## src/rtl/maquina_estados_mascota_if.sv

```systemverilog
// Signal bundle between the need-level block and the pet mood state machine.
// The master drives levels and test controls; the slave returns the mood state and feedback enables.
interface maquina_estados_mascota_if;
  logic [1:0] nivel_animo;
  logic [1:0] nivel_energia;
  logic [1:0] nivel_descanso;
  logic [1:0] nivel_medicina;
  logic       senal_mtest;
  logic       senal_test;
  logic [2:0] estado;
  logic       activo_comida;
  logic       activo_medicina;
  logic       muerto;
  logic       cambio_estado;

  modport master (
    output nivel_animo,
    output nivel_energia,
    output nivel_descanso,
    output nivel_medicina,
    output senal_mtest,
    output senal_test,
    input  estado,
    input  activo_comida,
    input  activo_medicina,
    input  muerto,
    input  cambio_estado
  );

  modport slave (
    input  nivel_animo,
    input  nivel_energia,
    input  nivel_descanso,
    input  nivel_medicina,
    input  senal_mtest,
    input  senal_test,
    output estado,
    output activo_comida,
    output activo_medicina,
    output muerto,
    output cambio_estado
  );
endinterface

```

## src/rtl/maquina_estados_mascota.sv

```systemverilog
// Pet mood state machine: filtered candidate mood, illness-to-death timer and a manual test mode
// that steps through every mood so downstream gating can be exercised.
module maquina_estados_mascota #(
  parameter int unsigned FILTRO        = 4,
  parameter int unsigned CICLOS_MUERTE = 20
) (
  input logic                       clk,
  input logic                       reset,
  maquina_estados_mascota_if.slave  bus
);

  localparam int unsigned FiltroW = (FILTRO > 1) ? $clog2(FILTRO) : 1;
  localparam int unsigned MuerteW = (CICLOS_MUERTE > 1) ? $clog2(CICLOS_MUERTE) : 1;
  localparam logic [FiltroW-1:0] FiltroMax = FiltroW'(FILTRO - 1);
  localparam logic [MuerteW-1:0] MuerteMax = MuerteW'(CICLOS_MUERTE - 1);

  typedef enum logic [2:0] {
    StNeutral    = 3'd0,
    StFeliz      = 3'd1,
    StHambriento = 3'd2,
    StCansado    = 3'd3,
    StTriste     = 3'd4,
    StEnfermo    = 3'd5,
    StMuerto     = 3'd6
  } estado_e;

  estado_e              estado_q, estado_d;
  estado_e              cand, cand_q;
  logic [FiltroW-1:0]   filtro_cnt_q, filtro_cnt_d;
  logic [MuerteW-1:0]   muerte_cnt_q, muerte_cnt_d;
  logic                 mtest_q;
  logic                 mtest_rise, mtest_fall;
  logic                 cambio_q, comida_q, medicina_q, muerto_q;

  assign mtest_rise = bus.senal_mtest & ~mtest_q;
  assign mtest_fall = ~bus.senal_mtest & mtest_q;

  // Strict priority: the most urgent need wins.
  always_comb begin
    cand = StNeutral;
    if (bus.nivel_medicina == 2'd0) begin
      cand = StEnfermo;
    end else if (bus.nivel_energia == 2'd0) begin
      cand = StHambriento;
    end else if (bus.nivel_descanso == 2'd0) begin
      cand = StCansado;
    end else if (bus.nivel_animo == 2'd0) begin
      cand = StTriste;
    end else if (bus.nivel_animo[1] && bus.nivel_energia[1] &&
                 bus.nivel_descanso[1] && bus.nivel_medicina[1]) begin
      cand = StFeliz;
    end
  end

  always_comb begin
    estado_d     = estado_q;
    filtro_cnt_d = filtro_cnt_q;
    muerte_cnt_d = muerte_cnt_q;

    if (mtest_rise || mtest_fall) begin
      // Entering or leaving test mode always restarts from a clean neutral state.
      estado_d     = StNeutral;
      filtro_cnt_d = '0;
      muerte_cnt_d = '0;
    end else if (bus.senal_mtest) begin
      filtro_cnt_d = '0;
      muerte_cnt_d = '0;
      if (bus.senal_test) begin
        estado_d = (estado_q == StMuerto) ? StNeutral : estado_e'(estado_q + 3'd1);
      end
    end else if (estado_q != StMuerto) begin
      if ((cand != cand_q) || (cand == estado_q)) begin
        filtro_cnt_d = '0;
      end else if (filtro_cnt_q == FiltroMax) begin
        estado_d     = cand;
        filtro_cnt_d = '0;
      end else begin
        filtro_cnt_d = filtro_cnt_q + 1'b1;
      end

      // Evaluated after the filter so death overrides a simultaneous mood change.
      if (estado_q == StEnfermo) begin
        if (muerte_cnt_q == MuerteMax) begin
          estado_d     = StMuerto;
          muerte_cnt_d = '0;
        end else begin
          muerte_cnt_d = muerte_cnt_q + 1'b1;
        end
      end else begin
        muerte_cnt_d = '0;
      end
    end else begin
      filtro_cnt_d = '0;
      muerte_cnt_d = '0;
    end
  end

  always_ff @(posedge clk) begin
    if (reset) begin
      estado_q     <= StNeutral;
      cand_q       <= StNeutral;
      filtro_cnt_q <= '0;
      muerte_cnt_q <= '0;
      mtest_q      <= 1'b0;
      cambio_q     <= 1'b0;
      comida_q     <= 1'b0;
      medicina_q   <= 1'b0;
      muerto_q     <= 1'b0;
    end else begin
      estado_q     <= estado_d;
      cand_q       <= cand;
      filtro_cnt_q <= filtro_cnt_d;
      muerte_cnt_q <= muerte_cnt_d;
      mtest_q      <= bus.senal_mtest;
      cambio_q     <= (estado_d != estado_q);
      comida_q     <= (estado_d == StHambriento);
      medicina_q   <= (estado_d == StEnfermo);
      muerto_q     <= (estado_d == StMuerto);
    end
  end

  assign bus.estado          = estado_q;
  assign bus.activo_comida   = comida_q;
  assign bus.activo_medicina = medicina_q;
  assign bus.muerto          = muerto_q;
  assign bus.cambio_estado   = cambio_q;

endmodule

```

## src/flat_wrapper.sv

```systemverilog
// flat-port wrapper written by rule: the top's interface ports become plain ports
module maquina_estados_mascota_flat 
#(
  parameter int unsigned FILTRO        = 4,
  parameter int unsigned CICLOS_MUERTE = 20
)
  (clk, reset, bus_nivel_animo, bus_nivel_energia, bus_nivel_descanso, bus_nivel_medicina, bus_senal_mtest, bus_senal_test, bus_estado, bus_activo_comida, bus_activo_medicina, bus_muerto, bus_cambio_estado);
  maquina_estados_mascota_if bus_i ();
  input logic clk;
  input logic reset;
  input wire logic [$bits(bus_i.nivel_animo)-1:0] bus_nivel_animo;
  input wire logic [$bits(bus_i.nivel_energia)-1:0] bus_nivel_energia;
  input wire logic [$bits(bus_i.nivel_descanso)-1:0] bus_nivel_descanso;
  input wire logic [$bits(bus_i.nivel_medicina)-1:0] bus_nivel_medicina;
  input wire logic [$bits(bus_i.senal_mtest)-1:0] bus_senal_mtest;
  input wire logic [$bits(bus_i.senal_test)-1:0] bus_senal_test;
  output wire logic [$bits(bus_i.estado)-1:0] bus_estado;
  output wire logic [$bits(bus_i.activo_comida)-1:0] bus_activo_comida;
  output wire logic [$bits(bus_i.activo_medicina)-1:0] bus_activo_medicina;
  output wire logic [$bits(bus_i.muerto)-1:0] bus_muerto;
  output wire logic [$bits(bus_i.cambio_estado)-1:0] bus_cambio_estado;
  assign bus_i.nivel_animo = bus_nivel_animo;
  assign bus_i.nivel_energia = bus_nivel_energia;
  assign bus_i.nivel_descanso = bus_nivel_descanso;
  assign bus_i.nivel_medicina = bus_nivel_medicina;
  assign bus_i.senal_mtest = bus_senal_mtest;
  assign bus_i.senal_test = bus_senal_test;
  assign bus_estado = bus_i.estado;
  assign bus_activo_comida = bus_i.activo_comida;
  assign bus_activo_medicina = bus_i.activo_medicina;
  assign bus_muerto = bus_i.muerto;
  assign bus_cambio_estado = bus_i.cambio_estado;
  maquina_estados_mascota #(.FILTRO(FILTRO), .CICLOS_MUERTE(CICLOS_MUERTE)) u_core (.clk(clk), .reset(reset), .bus(bus_i));
endmodule
```

## config.mk

```make
export PLATFORM = sky130hd
export DESIGN_NAME = maquina_estados_mascota_flat
export DESIGN_NICKNAME = d
export VERILOG_FILES = /design/src/rtl/maquina_estados_mascota_if.sv /design/src/rtl/maquina_estados_mascota.sv /design/src/flat_wrapper.sv
export SDC_FILE = /design/constraint.sdc
export NUM_CORES = 1
export LEC_CHECK = 0
export CELL_PAD_IN_SITES_DETAIL_PLACEMENT = 0
export CELL_PAD_IN_SITES_GLOBAL_PLACEMENT = 1
export CORE_ASPECT_RATIO = 0.75
export CORE_UTILIZATION = 30
export DETAILED_ROUTE_END_ITERATION = 16
export GPL_TIMING_DRIVEN = 0
export PLACE_DENSITY_LB_ADDON = 0.1
export SETUP_SLACK_MARGIN = 0.3
export SYNTH_ARGS = -nofsm -noshare
export SYNTH_HDL_FRONTEND = slang
export SYNTH_SLANG_ARGS = --single-unit
```

## constraint.sdc

```tcl
create_clock -name clk -period 2.5 [get_ports clk]
set_input_delay 0.5 -clock clk [delete_from_list [all_inputs] [get_ports clk]]
set_output_delay 0.5 -clock clk [all_outputs]
set_load 0.1 [all_outputs]
```

# Word-level counts from Yosys, hierarchy flattened
# Cells that the tools add are included.
# op_classes
addsub	3
mul	0
div_mod_pow	0
magnitude_cmp	0
n_eq_ne	11
n_shift	0
n_mux	14
n_bitwise	6
reduce_logical	11
# op_table
op	n
3-bit 2-to-1 mux	13
3-bit == test (second input constant)	4
6-bit OR reduction	2
2-bit zero test	4
3-bit inequality test	2
5-bit by 1-bit adder with 5-bit output (second input constant)	1
5-bit == test (second input constant)	1
1-bit inverter	4
3-bit by 1-bit adder with 3-bit output (second input constant)	1
3-bit by 2-bit == test with 1-bit output (second input constant)	1
3-bit == test	1
1-bit logical AND	3
3-bit inequality test (second input constant)	1
2-bit by 1-bit adder with 2-bit output (second input constant)	1
1-bit AND	2
2-bit == test (second input constant)	1
1-bit logical OR	2
1-bit 2-to-1 mux	1
# word_totals
regBits	18
latchBits	0
ramBits	0
rom_bits	0
in_bits	12
n_memories	0

# Longest topological paths before layout
# logic_depth
ltp_word	17
mapped_depth	7
depth_no_buf	7

# Worst setup path after synthesis
# Ideal clock, no wire load.
# synth_path
kind	register to register
startpoint	register u_core.estado_q[2], in the netlist u_core.bus.estado[2]
endpoint	register u_core.comida_q, in the netlist u_core.bus.activo_comida
arrival_ps	2657
path_slack_ps	-256
stages_incl_launch_ff	8
path_buffers	1
path_cell_list	dfxtp_1 -> buf_2 -> nand2_1 -> o311ai_2 -> nand2b_1 -> nor4_1 -> a211o_1 -> a2111oi_4
# synth_between
elab_chain_len	9
# synth_rtl
element	line_no	text
start: declaration	maquina_estados_mascota.sv:27	estado_e estado_q, estado_d;
start signal: assignment	maquina_estados_mascota.sv:100	estado_q <= StNeutral;
start signal: assignment	maquina_estados_mascota.sv:110	estado_q <= estado_d;
3-bit == test	maquina_estados_mascota.sv:72	if ((cand != cand_q) || (cand == estado_q)) begin
1-bit logical OR	maquina_estados_mascota.sv:72	
3-bit 2-to-1 mux	maquina_estados_mascota.sv:72	
3-bit 2-to-1 mux	maquina_estados_mascota.sv:83	if (muerte_cnt_q == MuerteMax) begin
3-bit 2-to-1 mux	maquina_estados_mascota.sv:82	if (estado_q == StEnfermo) begin
3-bit 2-to-1 mux	maquina_estados_mascota.sv:71	end else if (estado_q != StMuerto) begin
3-bit 2-to-1 mux *	maquina_estados_mascota.sv:65	end else if (bus.senal_mtest) begin
3-bit 2-to-1 mux *	maquina_estados_mascota.sv:60	if (mtest_rise || mtest_fall) begin
3-bit by 2-bit == test with 1-bit output *	maquina_estados_mascota.sv:116	comida_q <= (estado_d == StHambriento);
end signal: assignment	maquina_estados_mascota.sv:116	
end: declaration	maquina_estados_mascota.sv:33	logic cambio_q, comida_q, medicina_q, muerto_q;
# Every way passes the cells marked *; elsewhere a longest branch is shown, timed or not.
# A chain may end at the register's enable or synchronous reset.

# Worst setup path after layout
# layout_path
startpoint	input port bus_nivel_descanso[1]
endpoint	register u_core.comida_q, in the netlist u_core.bus.activo_comida
# layout_between
elab_chain_len	16
# layout_rtl
element	line_no	text
start: declaration	flat_wrapper.sv:13	input wire logic [$bits(bus_i.nivel_descanso)-1:0] bus_nivel_descanso;
1-bit logical AND	maquina_estados_mascota.sv:49	end else if (bus.nivel_animo[1] && bus.nivel_energia[1] &&
1-bit logical AND	maquina_estados_mascota.sv:50	bus.nivel_descanso[1] && bus.nivel_medicina[1]) begin
1-bit 2-to-1 mux	maquina_estados_mascota.sv:49	
3-bit 2-to-1 mux	maquina_estados_mascota.sv:47	end else if (bus.nivel_animo == 2'd0) begin
3-bit 2-to-1 mux *	maquina_estados_mascota.sv:45	end else if (bus.nivel_descanso == 2'd0) begin
3-bit 2-to-1 mux *	maquina_estados_mascota.sv:43	end else if (bus.nivel_energia == 2'd0) begin
3-bit 2-to-1 mux *	maquina_estados_mascota.sv:41	if (bus.nivel_medicina == 2'd0) begin
3-bit inequality test / 3-bit == test (equally long branches)	maquina_estados_mascota.sv:72	
1-bit logical OR	maquina_estados_mascota.sv:72	
3-bit 2-to-1 mux *	maquina_estados_mascota.sv:72	
3-bit 2-to-1 mux	maquina_estados_mascota.sv:83	
3-bit 2-to-1 mux *	maquina_estados_mascota.sv:82	
3-bit 2-to-1 mux *	maquina_estados_mascota.sv:71	
3-bit 2-to-1 mux *	maquina_estados_mascota.sv:65	
3-bit 2-to-1 mux *	maquina_estados_mascota.sv:60	
3-bit by 2-bit == test with 1-bit output *	maquina_estados_mascota.sv:116	
# Marked as above.

==> out/metrics.yaml <==
status:
  status: "finished clean"
setup_path:
  arrival_ps: 2380
  critPathKind: "in -> reg"
  crit_slowest_cell: "or3_4"
  worstReg2RegStart: "u_core.bus.estado[1]"
  setup.worst_path.end_class: "flip-flop"
  critPathBufInv: 1
  worstRegToRegCells: 7
  worstPathRequired_ps: 2660
  cp_slowest_stage_delay_ps: 410
  timing.rr.end: "u_core.bus.activo_comida"
  cp_max_fo: 5
  worst-path-stages: 6
  critPathCapture: "u_core.bus.activo_comida"
  critPathLaunchType: "primary input"
  crit_family: "compound AO/OA/AOI/OAI gates"
  rrSetupSlack_ps: 320
  startpoint: "bus_nivel_descanso[1]"
  crit_chain: "buf_12, o311a_4, mux2_4, or3_4, a211o_4, a2111oi_4"
power_and_ir_drop:
  p_leak_uw: 0.0006732
  p_int_uw: 525.0
  seq_power_share_pct: 39.7
  switchingPower_uw: 237.5
  clkPwrFrac_pct: 31.7
  pwr-share-comb_pct: 28.6
  peakVddDrop_uv: 276.5
  power.density_nw_per_um2: 435.6
  switching_share_pct: 31.15
final_layout:
  area_growth_pct: 50.11
  n_fill_cell: 350
  finalNetCount: 189
  diodes: 0
  drive_above_1_share_pct: 35.06
  fin_util_pct: 47.50
logic_synthesis:
  synth_seq_cells: 18
  synthFlopType: "dfxtp_1"
  synthCells: 139
  synth_area_um2: 1166
  async_reset_ff_share_pct: 0
  synth-seq-area-share_pct: 30.90
  avgSynthCellArea_um2: 8.389
  synth_edf_count: 0
  ys_warn_count: 0
  yosysUniqueCellTypes: 48
  synth_nets: 153
routing:
  post-route-drc-count: 0
  drt_iter0_drc: 86
  vias_per_cell: 5.226
  wl_um: 3462
  routedWlPerCell_um: 15.32
  vias: 1181
  ant_nets: 0
  firstDrtPassIters: 4
floorplanning:
  num_rows: 19
  die_h_um: 56.00
  start_util_pct: 31.65
  io-pin-count: 19
  dieArea_um2: 4143
  core_um2: 3685
  dieWidth_um: 73.99
placed_design:
  gp_congestion: 0.8347
  hpwl_um: 2356
  port-buffer-count: 17
clock_tree:
  cts_buffers: 3
  clk_latency_ps: 250
  clock_sinks: 18
  cts_tree: "done"
  cts_root_buffer: "clkbuf_8"
  cts_max_path_buffers: 2
  cts.clk_slew.worst_paths_ps: 70
  htreeDepth: 1
sta:
  rsz0062_at_grt: "yes"
  hold_violations: 0
  worst_slew_pin_slew_ps: 959.6
  setup_viol: 0
  timing.fmax_ghz: 0.4499
  slew_viol_final: 0
  skew_ps: 2.443
  final.period_utilization_pct: 88.91
  whs_ps: 444.0
  relSlewSlack_pct: 35.92
  fin_crit_ps: 2223
hold_path:
  whs_path_depth: 1
  hold_class: "reg -> reg"
job:
  cap_violations: 0
global_route:
  grt_pass1_wl_um: 5520
  grt_usage_pct: 17.25
  overflow: 0
  grt_pass1_vias: 1108
  grt_max_degree: 11
  antenna_found_initial: 0
==> area by class of cell <==
class	count	area, µm²	area share [%]
Multi-Input combinational cell	109	922.1	52.68
Sequential cell	18	369.1	21.09
Timing Repair Buffer	31	286.5	16.37
Tap cell	52	65.06	3.717
Clock buffer	4	55.05	3.145
Inverter	8	30.03	1.716
Buffer	4	22.52	1.287
==> cell families after synthesis <==
kind of cell	count (synthesis)	share of synthesized area [%]
AO/OA/AOI/OAI	39	29.40
AND/OR/NAND/NOR	61	27.36
multiplexers	4	3.970
adder cells (fa/ha/maj)	2	2.146
XOR/XNOR	3	2.254
buffers and inverters	12	3.970
flip-flops	18	30.90
==> per-layer routing <==
metal  up-vias  share of wire (%)  wire length [µm]  track usage (%)
met5         -                  0                 0                0
met2        21                 47              1626            24.94
met3         0                3.1               106            4.167
met1       571                 50              1729            26.37
met4         0                  0                 0            1.923
li1        589                  -                 -                -
==> metrics by stage <==
step / setup TNS (ps) / cells / instance area (µm²) / total power (µW) / worst slack [ps]
finish: 0 / 226 / 1750 / 762.4 / 277.2
global placement: -3043 / 208 / 1410 / 468.1 / -509.1
detailed placement: -3070 / 208 / 1410 / 468.7 / -498.2
CTS: 0 / 216 / 1564 / 734.7 / 285.5
floorplan: 0 / 139 / 1175 / 416.5 / 305.1
global route: 0 / 226 / 1750 / 800.9 / 229.1
==> sequential cells by signal, summed over array words and instances, names as in the netlist <==
signal / cells
u_core.bus.activo_comida: 1
u_core.muerte_cnt_q: 5
u_core.bus.cambio_estado: 1
u_core.cand_q: 3
u_core.filtro_cnt_q: 2
u_core.bus.activo_medicina: 1
u_core.bus.estado: 3
u_core.mtest_q: 1
u_core.bus.muerto: 1
==> worst register-to-register path, stage by stage (launching register included) <==
cell and delay [ps]:
dfxtp_4 380, buf_4 180, nor2b_2 180, nand4_1 90, o211ai_1 150, or3_4 460
a211o_4 390, a2111oi_4 260
==> Yosys cell counts (2+ instances only) <==
master / n / area, µm²
or2_2: 2 / 12.51
o22a_1: 2 / 17.52
o22ai_1: 4 / 25.02
ha_1: 2 / 25.02
nand3_1: 3 / 15.01
a2111oi_0: 2 / 17.52
clkbuf_1: 3 / 11.26
xnor2_1: 2 / 17.52
nor2b_1: 3 / 18.77
o211ai_1: 3 / 22.52
mux2i_1: 2 / 20.02
inv_1: 8 / 30.03
nand3b_1: 2 / 15.01
nand4_1: 3 / 18.77
dfxtp_1: 18 / 360.4
nand2_1: 9 / 33.78
nor2_1: 23 / 86.33
nor4_1: 4 / 25.02
nor3_1: 2 / 10.01
nand2b_1: 2 / 12.51
o31ai_1: 2 / 15.01
a21oi_1: 5 / 25.02
o21ai_0: 6 / 30.03
and2_1: 2 / 12.51
nand4bb_1: 2 / 22.52
==> cells in the final DEF (no fill, tap or decap), drive strengths merged, types with 4 or more instances in the layout <==
master	Yosys	layout
nor2	23	23
dfxtp	18	18
nand2	9	9
o21ai	6	6
dlygate4sd2	0	5
buf	1	22
o22ai	4	4
nor4	4	4
inv	8	8
a21oi	5	5
clkbuf	3	8
==> worst min-delay path by stage <==
stage | startpoint | endpoint | slack, ps
after floorplan | u_core.filtro_cnt_q[0] | u_core.filtro_cnt_q[0] | 410
after global placement | u_core.filtro_cnt_q[0] | u_core.filtro_cnt_q[0] | 420
after detailed placement | u_core.filtro_cnt_q[0] | u_core.filtro_cnt_q[0] | 440
after CTS | u_core.filtro_cnt_q[0] | u_core.filtro_cnt_q[0] | 450
after global routing | u_core.muerte_cnt_q[0] | u_core.muerte_cnt_q[0] | 480
final | u_core.filtro_cnt_q[0] | u_core.filtro_cnt_q[0] | 440
==> what timing repair did <==
item,CTS,global route
setup endpoints to repair,14,10
gates resized for setup,50,43
buffers inserted,4,10
pin swaps,13,14
hold buffers,0,0
==> power groups by stage <==
stage	Combinational, µW	Sequential (µW)	Clock (µW)
2_1_floorplan	82.9	334	0
3_3_place_gp	161	307	0
3_5_place_dp	162	307	0
4_1_cts	184	302	249
5_1_grt	232	304	265
6_report	218	303	242
Note: power is estimated with default switching activity, not from simulation.
